--- config.mk ---
export PLATFORM = sky130hd
export DESIGN_NAME = oam_dma_ctrl
export DESIGN_NICKNAME = d
export VERILOG_FILES = /design/src/rtl/ppu_pkg.sv /design/src/rtl/oam_dma_ctrl.sv
export SDC_FILE = /design/constraint.sdc
export NUM_CORES = 1
export LEC_CHECK = 0
export BUFFER_PORTS_ARGS = -buffer_cell sky130_fd_sc_hd__buf_4
export CAP_MARGIN = 10
export CORE_MARGIN = 2
export CORE_UTILIZATION = 56
export DETAILED_ROUTE_END_ITERATION = 8
export PLACE_DENSITY = 0.86
export SYNTH_ARGS = -nofsm -noshare
export SYNTH_HDL_FRONTEND = slang
export SYNTH_SLANG_ARGS = --single-unit
--- constraint.sdc ---
create_clock -name clk -period 3.1 [get_ports clk]
set_input_delay 0.62 -clock clk [delete_from_list [all_inputs] [get_ports clk]]
set_output_delay 0.62 -clock clk [all_outputs]
set_load 0.01 [all_outputs]
--- src/rtl/ppu_pkg.sv ---
// Shared PPU-side types and constants for the sprite DMA path.
// Holds the OAM DMA FSM states and the $4014 trigger address.
package ppu_pkg;

  typedef enum logic [2:0] {
    IDLE  = 3'd0,
    HALT  = 3'd1,
    ALIGN = 3'd2,
    READ  = 3'd3,
    WRITE = 3'd4
  } oam_dma_state_t;

  localparam logic [15:0] OAM_DMA_REG_ADDR = 16'h4014;
  localparam int unsigned OAM_DMA_BYTES    = 256;

endpackage

--- src/rtl/oam_dma_ctrl.sv ---
// Sprite DMA: copies CPU page XX00-XXFF into OAM from OAMADDR.
// `define OAM_DMA_PARITY_ALIGN_EN adds the odd-cycle ALIGN stall.
module oam_dma_ctrl
  import ppu_pkg::*;
#(
  parameter logic [15:0] DMA_REG_ADDR = OAM_DMA_REG_ADDR
) (
  input  logic        clk,
  input  logic        reset,
  input  logic        cpu_ce,
  input  logic        cpu_wr,
  input  logic [15:0] cpu_addr,
  input  logic [7:0]  cpu_data_in,
  input  logic [7:0]  oam_addr_base,
  input  logic [7:0]  mem_data_in,
  output logic [15:0] mem_addr_out,
  output logic        mem_rd,
  output logic [7:0]  oam_addr_out,
  output logic [7:0]  oam_data_out,
  output logic        oam_WE,
  output logic        dma_active,
  output logic        dma_done
);

  oam_dma_state_t state, state_d;
  oam_dma_state_t halt_next;

  logic [7:0]  cnt, cnt_d, cnt_inc;
  logic [7:0]  page, page_d;
  logic [7:0]  base, base_d;
  logic [15:0] mem_addr_d;
  logic        mem_rd_d;
  logic [7:0]  oam_addr_d;
  logic [7:0]  oam_data_d;
  logic        oam_we_d;
  logic        active_d;
  logic        done_d;
  logic        trig;

  assign trig    = cpu_wr && (cpu_addr == DMA_REG_ADDR);
  assign cnt_inc = cnt + 8'd1;

`ifdef OAM_DMA_PARITY_ALIGN_EN
  logic parity;

  always_ff @(posedge clk) begin
    if (reset) begin
      parity <= 1'b0;
    end else if (cpu_ce) begin
      parity <= ~parity;
    end
  end

  // Odd CPU cycle at HALT costs one extra cycle to line up reads.
  assign halt_next = parity ? ALIGN : READ;
`else
  assign halt_next = READ;
`endif

  always_comb begin
    state_d    = state;
    cnt_d      = cnt;
    page_d     = page;
    base_d     = base;
    mem_addr_d = mem_addr_out;
    mem_rd_d   = mem_rd;
    oam_addr_d = oam_addr_out;
    oam_data_d = oam_data_out;
    oam_we_d   = 1'b0;
    active_d   = dma_active;
    done_d     = 1'b0;
    if (cpu_ce) begin
      unique case (state)
        IDLE: begin
          if (trig) begin
            page_d   = cpu_data_in;
            base_d   = oam_addr_base;
            cnt_d    = 8'd0;
            active_d = 1'b1;
            state_d  = HALT;
          end
        end
        HALT: begin
          state_d = halt_next;
          if (halt_next == READ) begin
            mem_rd_d   = 1'b1;
            mem_addr_d = {page, cnt};
          end
        end
`ifdef OAM_DMA_PARITY_ALIGN_EN
        ALIGN: begin
          state_d    = READ;
          mem_rd_d   = 1'b1;
          mem_addr_d = {page, cnt};
        end
`endif
        READ: begin
          state_d  = WRITE;
          mem_rd_d = 1'b0;
        end
        WRITE: begin
          oam_data_d = mem_data_in;
          oam_addr_d = base + cnt;
          oam_we_d   = 1'b1;
          if (cnt == 8'hFF) begin
            done_d   = 1'b1;
            active_d = 1'b0;
            state_d  = IDLE;
          end else begin
            cnt_d      = cnt_inc;
            state_d    = READ;
            mem_rd_d   = 1'b1;
            mem_addr_d = {page, cnt_inc};
          end
        end
        default: begin
          state_d  = IDLE;
          mem_rd_d = 1'b0;
          active_d = 1'b0;
        end
      endcase
    end
  end

  always_ff @(posedge clk) begin
    if (reset) begin
      state        <= IDLE;
      cnt          <= 8'd0;
      page         <= 8'd0;
      base         <= 8'd0;
      mem_addr_out <= 16'd0;
      mem_rd       <= 1'b0;
      oam_addr_out <= 8'd0;
      oam_data_out <= 8'd0;
      oam_WE       <= 1'b0;
      dma_active   <= 1'b0;
      dma_done     <= 1'b0;
    end else begin
      state        <= state_d;
      cnt          <= cnt_d;
      page         <= page_d;
      base         <= base_d;
      mem_addr_out <= mem_addr_d;
      mem_rd       <= mem_rd_d;
      oam_addr_out <= oam_addr_d;
      oam_data_out <= oam_data_d;
      oam_WE       <= oam_we_d;
      dma_active   <= active_d;
      dma_done     <= done_d;
    end
  end

endmodule
**Yosys cells after proc, flatten, opt, wreduce, memory -nomap -nowiden**

Cells that the tools add are included.

- Bits in registers: 63
- Latch bits: 0
- RAM bits: 0
- ROM bits: 0
- Input bits: 44
- Output and inout bits: 36
- Logic and storage cells: 54
- Memories: 0

- $add $sub $neg: 2
- Multipliers: 0
- Divide/modulo/power cells: 0
- $lt $le $gt $ge: 0
- Eq/ne operators: 8
- Shifts and indexed selects: 0
- Muxes and demuxes: 15
- Bitwise gates (word level): 4
- Reduce and logical (&&, ||, !) cells: 14

Operators by type and width:

| operator | number |
|---|---|
| 16-bit one-hot mux with 2 select lines | 1 |
| 16-bit by 15-bit == test with 1-bit output, second input constant | 1 |
| 16-bit two-way mux | 1 |
| 8-bit two-way mux | 2 |
| 8-bit one-hot mux with 2 select lines | 1 |
| 3-bit one-hot mux with 4 select lines | 1 |
| 3-bit AND reduction | 3 |
| 8-bit by 1-bit adder with 8-bit output, second input constant | 1 |
| 8-bit adder | 1 |
| 8-bit == test, second input constant | 1 |
| 4-bit AND reduction | 2 |
| 2-bit inequality test, second input constant | 3 |
| 1-bit one-hot mux with 3 select lines | 2 |
| 1-bit two-way mux | 5 |
| 1-bit NOT | 4 |
| 2-bit AND reduction | 2 |
| 2-bit nonzero test | 2 |
| 2-bit OR reduction | 2 |
| 3-bit by 1-bit == test with 1-bit output, second input constant | 1 |
| 3-bit by 2-bit == test with 1-bit output, second input constant | 1 |
| 3-bit == test, second input constant | 1 |
| 3-bit logical NOT | 1 |
| 3-bit two-way mux | 1 |
| 3-bit OR reduction | 1 |
| other kinds (2) | 2 |

**Longest topological paths before layout**

- Word-level depth: 4
- Depth in mapped cells: 8
- Mapped depth without buffers: 8

**Worst setup path after synthesis**

OpenSTA, ideal clock, no wires.

- Path type: input to register
- Start: input port cpu_addr[8]
- End: register cnt[0]
- Library setup time: 0.116 ns
- Arrival: 1.814 ns
- Required time: 2.984 ns
- Slack: 1.170 ns
- Stages: 5
- Buffers on the path: 1
- Cell sequence: nor4_1 nand3_1 or3_1 buf_2 a41o_1

- Longest elaborated chain between the ends: 4

RTL lines:

| element | RTL line | source |
|---|---|---|
| start: declaration | oam_dma_ctrl.sv:12 | `input logic [15:0] cpu_addr,` |
| 16-bit by 15-bit == test with 1-bit output | oam_dma_ctrl.sv:40 | `assign trig = cpu_wr && (cpu_addr == DMA_REG_ADDR);` |
| 1-bit logical AND | oam_dma_ctrl.sv:40 |  |
| 2-bit inequality test (no source line) | -- |  |
| 4-bit AND reduction (no source line) | -- |  |
| end signal: assignment | oam_dma_ctrl.sv:140 | `cnt <= cnt_d;` |
| end: declaration | oam_dma_ctrl.sv:28 | `logic [7:0] cnt, cnt_d, cnt_inc;` |

Every way passes these cells.
A chain may end at the register's enable or synchronous reset.

**Final worst setup path**

- Start: input port cpu_addr[7]
- End: register cnt[6]

The elaborated chain is that of the path after synthesis.

==> results.md <==
* Status: finished clean
* Post-CTS Setup Bufs at 0
* Worst slew margin at around half
* Ys async rst share at 0%
* Initial antenna violation count at 0
* Clk_lat worst skew at between 300 and 400 ps
* DRC viols at 0
* CTS tree: yes
* Pwr dens at roughly 470 mW/mm²
* Die height at approximately 76 µm
* CTS clk-pin slew, worst paths at roughly 70 ps
* Min Tclk post-route at roughly 2200 ps
* Hold_buf cts at 0
* First-pass GRT wire length at around 11,000 µm
* Register bit count reported by yosys at 63
* # IOs at 80
* Row count at 26
* RSZ-0062 raised after global routing: false
* CTS Buf Count at 9
* Worst VDD drop at 553 µV
* Fin. max-slew vios at 0
* Net Count, Synth at around 410
* Ys flop type: dfxtp_1
* Min-Delay Endpoint: oam_addr_out[3]
* Synth warn at 0
* Fin Clk Skew at between 9 and 10 ps
* Clock tree sinks at 63
* Count leader, synth: nand2_1
* Synth cell count leaders: nand2_1, dfxtp_1, a21oi_1, nor2_1, clkbuf_1
* Final total power at 1.75 mW
* Effective utilization at floorplan at between 50 and 60%
* Synth top area cells: dfxtp_1, nand2_1, a21oi_1
* Final worst-path setup slack at a little under 900 ps
* Hold Crit Depth at 2
* Final Cycle Share at between 70% and 80%
* Share of cells above drive strength 1 at approximately a quarter
* Drt wl/cell at 14.2 µm
* Post-CTS Resized at 0
* Crit-path cells: buf_4 -> nor4bb_1 -> nand3_1 -> or3_1 -> nand2_1 -> a311oi_1
* Cells after Synth at 351
* Critical path class: input pin to register
* FF-to-FF End: mem_addr_out[12]
* Max Cap Violations at 0
* GRT Util Overall at between 20% and 30%
* Pre-Repair DR Iteration Count at 4
* GRT overflow at 0
* Final hold violations at 0
* Buffers and inverters on the worst path at 1
* Slowest-stage cell, CP: or3_1
* Worst Setup Start Kind: input pin
* Hold path start: oam_addr_out[3]
* CP delay by family, top: simple AND/OR/NAND/NOR gates
* EDFF count, synth at 0
* Fillcell total at approximately 400
* Worst Path Required at about 3300 ps
* CP endpoint kind: register
* Routed via count at approximately 2,700
* GP Congestion at 0.853
* # setup viols final at 0
* Maximum level of the CTS H-tree at 3
* Core ar. at 0.00504 mm²
* Nets at 474
* Worst Path Arrival at 2420 ps
* Hold_ws at approximately 450 ps
* Largest net degree at the start of global routing at 64
* Slowest stage delay, CP at 690 ps
* # port buffers at 79
* Worst Max-Slew Pin Slew at 779 ps
* DP Area at around 0.0035 mm²
* Final instance area at approximately 0.0037 mm²
* Area leader, netlist: dfxtp_1
* Pre-CTS setup slack at between 500 and 600 ps
* Vias in the first global route at around 2,400
* LEAKAGE at about 1.4 nW
* Sequential fraction of the synthesis area at between 40 and 50%
* Area grow syn2layout at 28.9%
* Reg2reg setup slack at 920 ps
* Die Span X at ~76 µm
* Via density at ~5.4
* N_diodes at 0
* Reg2reg start: cnt[0]
* Longest Clk Path Bufs at 2
* Cell variety after synth at 46
* Die area at 0.00573 mm²
* Synth Cell Area at between 0.002 and 0.003 mm²
* Final WL at approximately 7000 µm
* Fmax at 448 MHz
* Final TNS setup at 0 ps
* Top cell type's share of synthesized area at a little over two fifths
* DRT antenna net count at 0
* Crit Path Max Fanout at 21
* Reg2reg path depth at 6
* DRT iter0 DRCs at 200
* Hold crit path type: register to register
* CTS Root Cell: clkbuf_8
* Avg Inst Size Synth at 8.21 µm²
* DP HPWL at 4820 µm
per-layer routing:
metal  track usage, %  wire [µm]
met4             11.1         35
met2             43.9       3620
met3             5.42        391
met1             33.6       2970
met5                0          0
cell type report:
| class | count | area, µm² | area share (%) |
|---|---|---|---|
| Clock buffer | 11 | 141 | 3.81 |
| Clock inverter | 5 | 105 | 2.83 |
| Inverter | 10 | 42.5 | 1.15 |
| Tap cell | 70 | 87.6 | 2.36 |
| Sequential cell | 63 | 1260 | 34.0 |
| Multi-Input combinational cell | 255 | 1470 | 39.5 |
| Timing Repair Buffer | 81 | 608 | 16.4 |
cell families after synthesis:
group                    after synthesis  share of synthesized area [%]
AND/OR/NAND/NOR                      144                           23.1
AO/OA/AOI/OAI                         83                           17.5
flip-flops                            63                           43.8
buffers and inverters                 33                           5.26
XOR/XNOR                              10                           3.04
adder cells (fa/ha/maj)               10                           4.60
multiplexers                           8                           2.78
tightest hold or removal path: cells and delay by family (launching register included):
| kind | cells | cell delay (ps) |
|---|---|---|
| AND/OR/NAND/NOR | 1 | 50 |
| AO/OA/AOI/OAI | 1 | 50 |
| flip-flops | 1 | 310 |
where the power goes:
group | switching, mW | internal, mW | total [mW] | leakage (nW)
Clock | 0.317 | 0.556 | 0.874 | 0.116
Combinational | 0.0262 | 0.0371 | 0.0633 | 0.790
Sequential | 0.000000896 | 0.809 | 0.809 | 0.507
placed cells by master, fill, tap and decap left out, drive strengths merged, types with 3 or more instances in the layout:
master and n:
buf 81, nand2 67, dfxtp 63, a21oi 38, nor2 35, a211oi 13, o21ai 12, nand3 11
clkbuf 11, inv 9, xnor2 9, ha 9, mux2i 8, a31oi 6, nor3 6, nand4 5
nor4b 3, and3 3, o32ai 3, bufinv 3
how the worst max path moves through the flow:
stage,from,to,slack [ps],depth (start not counted)
floorplan,cpu_addr[8],cnt[0],1170,5
global placement,cpu_addr[8],cnt[6],650,6
detailed placement,cpu_addr[7],cnt[6],550,6
CTS,cpu_addr[7],cnt[6],910,6
global route,cpu_addr[1],cnt[6],710,6
finish,cpu_addr[7],cnt[6],870,6
sequential cells by signal, summed over array words and instances (netlist names):
signal / count
page: 8
dma_active: 1
mem_addr_out: 16
mem_rd: 1
dma_done: 1
state: 3
oam_WE: 1
oam_data_out: 8
base: 8
oam_addr_out: 8
cnt: 8
per-stage QoR:
stage / std cells / utilization (%)
after detailed placement: 479 / 68.8
after floorplan: 351 / -
final: 495 / 73.6
after global routing: 495 / 73.6
after CTS: 495 / 73.6
after global placement: 479 / 68.8
(Power assumes the default switching activity.)
